--- src/rtl/mc_shift_unit_pkg.sv ---
// Shared definitions for the multi-cycle shifter: ALUFun shift encodings,
// FSM state type and the STEP legality check.
package mc_shift_pkg;

  localparam logic [1:0] OP_SLL  = 2'b00;
  localparam logic [1:0] OP_SRL  = 2'b01;
  localparam logic [1:0] OP_SRA  = 2'b11;
  localparam logic [1:0] OP_PASS = 2'b10;

  typedef enum logic [1:0] {
    IDLE = 2'b00,
    RUN  = 2'b01,
    DONE = 2'b10
  } state_t;

  function automatic bit step_legal(input int step);
    return (step == 1) || (step == 2) || (step == 4) || (step == 8);
  endfunction

endpackage

--- src/rtl/mc_shift_unit_if.sv ---
// Request/response bundle between the control FSM (master) and the shifter
// (slave), plus the shifter's FSM state for observation.
interface mc_shift_unit_if;
  import mc_shift_pkg::*;

  // start is sampled only while the shifter is in IDLE or DONE; it is ignored
  // while busy=1. done is a single-cycle pulse, and S is valid from then on
  // and holds until the next done.
  logic        start;
  logic [1:0]  ALUFun;
  logic [31:0] A;
  logic [31:0] B;
  logic        busy;
  logic        done;
  logic [31:0] S;
  state_t      state;

  modport master (output start, ALUFun, A, B, input busy, done, S, state);
  modport slave  (input start, ALUFun, A, B, output busy, done, S, state);

endinterface

--- src/rtl/mc_shift_unit_step.sv ---
// One combinational shift step of up to STEP bits. SRA fills with value[31],
// so chaining steps yields the same result as a single arithmetic shift.
module shift_step
  import mc_shift_pkg::*;
(
  input  logic [31:0] value,
  input  logic [3:0]  k,
  input  logic [1:0]  op,
  output logic [31:0] shifted
);

  always_comb begin
    shifted = value;
    case (op)
      OP_SLL:  shifted = value << k;
      OP_SRL:  shifted = value >> k;
      OP_SRA:  shifted = $signed(value) >>> k;
      default: shifted = value;
    endcase
  end

endmodule

--- src/rtl/mc_shift_unit.sv ---
// Multi-cycle SLL/SRL/SRA unit: shifts at most STEP bits per clock and
// reports completion with a one-cycle done pulse and a held result register.
module mc_shift_unit
  import mc_shift_pkg::*;
#(
  parameter int STEP = 1
) (
  input  logic            clk,
  input  logic            reset,
  mc_shift_unit_if.slave  bus
);

  if (!step_legal(STEP)) begin : g_bad_step
    $error("mc_shift_unit: STEP must be 1, 2, 4 or 8");
  end

  localparam logic [4:0] STEP5 = 5'(STEP);

  state_t      state_q, state_d;
  logic [31:0] acc_q, acc_d;
  logic [4:0]  cnt_q, cnt_d;
  logic [1:0]  op_q, op_d;
  logic [31:0] s_q, s_d;
  logic [3:0]  step_k;
  logic [31:0] acc_shifted;
  logic        unused_a_hi;

  // Only A[4:0] is a shift amount; the upper bits are architecturally ignored.
  assign unused_a_hi = ^bus.A[31:5];

  assign step_k = (cnt_q > STEP5) ? STEP5[3:0] : cnt_q[3:0];

  shift_step u_step (
    .value   (acc_q),
    .k       (step_k),
    .op      (op_q),
    .shifted (acc_shifted)
  );

  always_ff @(posedge clk or negedge reset) begin
    if (!reset) begin
      state_q <= IDLE;
      acc_q   <= '0;
      cnt_q   <= '0;
      op_q    <= OP_SLL;
      s_q     <= '0;
    end else begin
      state_q <= state_d;
      acc_q   <= acc_d;
      cnt_q   <= cnt_d;
      op_q    <= op_d;
      s_q     <= s_d;
    end
  end

  always_comb begin
    state_d = state_q;
    acc_d   = acc_q;
    cnt_d   = cnt_q;
    op_d    = op_q;
    s_d     = s_q;
    case (state_q)
      IDLE, DONE: begin
        if (bus.start) begin
          acc_d   = bus.B;
          cnt_d   = (bus.ALUFun == OP_PASS) ? 5'd0 : bus.A[4:0];
          op_d    = bus.ALUFun;
          state_d = RUN;
        end else begin
          state_d = IDLE;
        end
      end
      RUN: begin
        if (cnt_q != 5'd0) begin
          acc_d = acc_shifted;
          cnt_d = cnt_q - {1'b0, step_k};
        end else begin
          s_d     = acc_q;
          state_d = DONE;
        end
      end
      default: state_d = IDLE;
    endcase
  end

  assign bus.busy  = (state_q == RUN);
  assign bus.done  = (state_q == DONE);
  assign bus.S     = s_q;
  assign bus.state = state_q;

endmodule

--- src/flat_wrapper.sv ---
// flat-port wrapper written by rule: the top's interface ports become plain ports
module mc_shift_unit_flat import mc_shift_pkg::*;
#(
  parameter int STEP = 1
)
  (clk, reset, bus_start, bus_ALUFun, bus_A, bus_B, bus_busy, bus_done, bus_S, bus_state);
  mc_shift_unit_if bus_i ();
  input  logic clk;
  input  logic reset;
  input wire logic [$bits(bus_i.start)-1:0] bus_start;
  input wire logic [$bits(bus_i.ALUFun)-1:0] bus_ALUFun;
  input wire logic [$bits(bus_i.A)-1:0] bus_A;
  input wire logic [$bits(bus_i.B)-1:0] bus_B;
  output wire logic [$bits(bus_i.busy)-1:0] bus_busy;
  output wire logic [$bits(bus_i.done)-1:0] bus_done;
  output wire logic [$bits(bus_i.S)-1:0] bus_S;
  output wire logic [$bits(bus_i.state)-1:0] bus_state;
  assign bus_i.start = bus_start;
  assign bus_i.ALUFun = bus_ALUFun;
  assign bus_i.A = bus_A;
  assign bus_i.B = bus_B;
  assign bus_busy = bus_i.busy;
  assign bus_done = bus_i.done;
  assign bus_S = bus_i.S;
  assign bus_state = bus_i.state;
  mc_shift_unit #(.STEP(STEP)) u_core (.clk(clk), .reset(reset), .bus(bus_i));
endmodule
--- config.mk ---
export PLATFORM = sky130hd
export DESIGN_NAME = mc_shift_unit_flat
export DESIGN_NICKNAME = d
export VERILOG_FILES = /design/src/rtl/mc_shift_unit_pkg.sv /design/src/rtl/mc_shift_unit_if.sv /design/src/rtl/mc_shift_unit_step.sv /design/src/rtl/mc_shift_unit.sv /design/src/flat_wrapper.sv
export SDC_FILE = /design/constraint.sdc
export NUM_CORES = 1
export LEC_CHECK = 0
export ABC_CLOCK_PERIOD_IN_PS = 2440
export BUFFER_PORTS_ARGS = -buffer_cell sky130_fd_sc_hd__buf_2
export CORE_ASPECT_RATIO = 0.75
export CORE_MARGIN = 3
export CORE_UTILIZATION = 54
export CTS_BUF_LIST = sky130_fd_sc_hd__clkbuf_2 sky130_fd_sc_hd__clkbuf_4 sky130_fd_sc_hd__clkbuf_8
export CTS_CLUSTER_SIZE = 20
export DETAILED_ROUTE_END_ITERATION = 7
export GPL_ROUTABILITY_DRIVEN = 0
export MAX_ROUTING_LAYER = met4
export PLACE_DENSITY = 0.82
export SKIP_CTS_REPAIR_TIMING = 1
export SLEW_MARGIN = 20
export SYNTH_ARGS = -nofsm -noshare
export SYNTH_HDL_FRONTEND = slang
export SYNTH_SLANG_ARGS = --single-unit
export TNS_END_PERCENT = 30
--- constraint.sdc ---
create_clock -name clk -period 2.44 [get_ports clk]
set_input_delay 0.366 -clock clk [delete_from_list [all_inputs] [get_ports clk]]
set_output_delay 0.366 -clock clk [all_outputs]
set_load 0.01 [all_outputs]
==> results.ini <==
[floorplan]
fp.dieH_um = 78
initial_utilization = 0.574
die_area_sq_um = 7960
pin_count = 105
rows = 25
core_area_sq_um = 6510
die_w_um = 102

[grt]
grt_pass1_vias = 2844
grt_pass1_wl_um = 14000
gr-usage-all-layers = 0.226
grt_max_degree = 74
busiest_layer = met1
grt_antenna_before_repair = 0
grt.overflow.total = 0
use_met2 = 0.326
met3_usage = 0.0539
use_met1 = 0.326

[sta]
drv_slew = 0
rsz0062_at_grt = no
finalSetupTns_ps = 0
setup_viol = 0
fmax_mhz = 503
skew_ps = 6.30
max_slew_margin = 0.398
post-route-min-period_ps = 1990
fin_ws_ps = 452
finalHoldViolCount = 0
tightest_slew_ps = 903
min_period_over_period = 0.815

[layout]
seq_area_sq_um = 1830
multi_input_area_sq_um = 1730
utilization = 0.672
instances_no_fill = 478
stdcell_area_sq_um = 4370
drive_above_1_share = 0.426
fillers = 514
area_growth_pct = 17.1
insertedDiodeCount = 0
finalNetCount = 464

[worst_setup_path]
crit_arrival_ps = 2210
path_max_fanout = 64
cp.required_ps = 2670
start_kind = register
path_class = register to register
cp-end-kind = register

[power_and_ir_drop]
ir_drop_mv = 0.879
p_leak_nw = 2.07
p_comb_frac = 0.530
internal_power_mw = 4.43
power_density_nw_per_um2 = 1700
seqPwrFrac = 0.327
p_sw_mw = 2.98
p_clk_frac = 0.142
sw_frac_of_total = 0.402

[placement]
dp_hpwl_um = 5550
placed_cells = 462
pre_cts_ws_ps = 486
numPortBuffers = 77
place_area_sq_um = 4150

[yosys]
synth_area_sq_um = 3730
ys_warn_count = 0
syn_inst = 320
synth_seq_cells = 73
avgSynthCellArea_sq_um = 11.7
synthesis.nets = 392
yosysUniqueCellTypes = 37
synth-seq-area-share = 0.489

[clock_tree]
cts_root_buf = clkbuf_8
ctsHtreeMaxLevel = 3
cts_tree = done
clk_pin_slew_ps = 80
cts_sinks = 73
clock_latency_ps = 340
cts_buffers = 9
clock_path_buffers = 2

[worst_hold_path]
hold_path_class = input port to asynchronous set/reset pin

[route]
drt_iter0_markers = 167
vias_per_cell = 6.01
drc = 0
drt_wl_total_um = 8310
wl_per_cell_um = 17.4
vias = 2872
drtAntennaViolNets = 0
dr.pass1.iters = 4

[job]
maxCapViolCount = 0

[outcome]
status = finished clean

-- final timing paths --
| path | slack (ps) | to | startpoint | cells past startpoint |
|---|---|---|---|---|
| max | 450 | u_core.bus.S[21]$_DFFE_PN0P_ | u_core.bus.state[0]$_DFFE_PN0P_ | 5 |
| min | 150 | u_core.bus.S[26]$_DFFE_PN0P_ | reset | 1 |
| max reg2reg | 450 | u_core.bus.S[21]$_DFFE_PN0P_ | u_core.bus.state[0]$_DFFE_PN0P_ | 5 |
| min reg2reg | 490 | u_core.bus.S[30]$_DFFE_PN0P_ | u_core.bus.S[30]$_DFFE_PN0P_ | 2 |
| max in group asynchronous | 1700 | u_core.bus.S[17]$_DFFE_PN0P_ | reset | 1 |
| min in group clk | 240 | u_core.op_q[0]$_DFFE_PN0P_ | bus_ALUFun[0] | 3 |
-- logic make-up (layout without fill, tap and decap cells) --
group,after synthesis,after routing,synth area share
adder cells (fa/ha/maj),3,3,0.0101
multiplexers,63,63,0.217
flip-flops,73,73,0.489
AND/OR/NAND/NOR,36,36,0.0526
buffers and inverters,34,111,0.0520
AO/OA/AOI/OAI,110,110,0.176
XOR/XNOR,1,1,0.00235
-- metrics by stage --
stage | hold WS [ps] | power, mW
4_1_cts | 180 | 7.45
6_report | 151 | 7.41
5_1_grt | 211 | 8.02
3_3_place_gp | 466 | 6.19
3_5_place_dp | 475 | 6.37
2_1_floorplan | 70.4 | 5.40
-- routing by layer --
metal / share of wire / vias up
li1: - / 1326
met1: 0.48 / 1434
met2: 0.46 / 101
met3: 0.054 / 11
met4: 0.011 / 0
met5: 0 / -
-- Yosys cell counts --
cell / number / share of area
o21ai_1: 1 / 0.0013
o31ai_1: 1 / 0.0020
a21oi_1: 60 / 0.080
a31oi_1: 2 / 0.0034
nand3_2: 1 / 0.0027
mux2_2: 32 / 0.097
mux2i_1: 3 / 0.0080
o21ai_0: 7 / 0.0094
nand2_1: 8 / 0.0080
nand2b_1: 3 / 0.0050
and2_1: 2 / 0.0034
a21o_1: 1 / 0.0020
dfrtp_1: 73 / 0.49
or4_1: 1 / 0.0020
nor3_1: 4 / 0.0054
nand3_1: 3 / 0.0040
buf_6: 8 / 0.024
a22oi_1: 29 / 0.058
o21a_1: 1 / 0.0020
or3_1: 1 / 0.0017
xnor2_1: 1 / 0.0023
clkbuf_1: 13 / 0.013
buf_2: 5 / 0.0067
inv_1: 8 / 0.0080
ha_1: 3 / 0.010
a211oi_1: 2 / 0.0040
a21oi_2: 1 / 0.0023
nor2_1: 8 / 0.0080
a22o_1: 1 / 0.0023
nor4_4: 1 / 0.0057
a2bb2oi_1: 1 / 0.0023
nor2b_1: 3 / 0.0050
mux2_4: 28 / 0.11
nor2_2: 1 / 0.0017
a32oi_1: 1 / 0.0023
o22ai_1: 1 / 0.0017
a221oi_1: 1 / 0.0023
-- cells in the final DEF, fill, tap and decap left out, types with 4 or more instances in the layout --
master,netlist,final
clkbuf_8,0,9
o21ai_0,7,7
a22oi_1,29,29
buf_4,0,11
mux2_4,28,28
nand2_1,8,8
mux2_2,32,32
nor3_1,4,4
nor2_1,8,7
inv_1,8,8
dfrtp_1,73,73
buf_2,5,76
a21oi_1,60,60
-- sequential cells by signal (all words and copies together) (netlist names) --
register / flops
u_core.acc_q: 32
u_core.bus.state: 2
u_core.bus.S: 32
u_core.op_q: 2
u_core.cnt_q: 5
-- layout make-up --
type / count / share of cell area
Sequential cell: 73 / 0.418
Multi-Input combinational cell: 213 / 0.395
Timing Repair Buffer: 87 / 0.106
Clock buffer: 10 / 0.0301
Tap cell: 81 / 0.0232
Clock inverter: 6 / 0.0209
Inverter: 8 / 0.00687
-- worst max-delay path: stages (launching register included) --
cell and delay, ps:
dfrtp_1 420, nand2b_1 160, inv_1 100, nand3_4 80
buf_4 660, mux2_2 410
-- power by group through the flow --
stage	Clock (mW)	Combinational, mW	Sequential (mW)
floorplan	0	2.98	2.42
global placement	0	3.79	2.40
detailed placement	0	3.93	2.44
CTS	1.07	3.95	2.42
global route	1.13	4.36	2.53
finish	1.05	3.93	2.43
No activity file was read; power rests on OpenSTA's default activity.
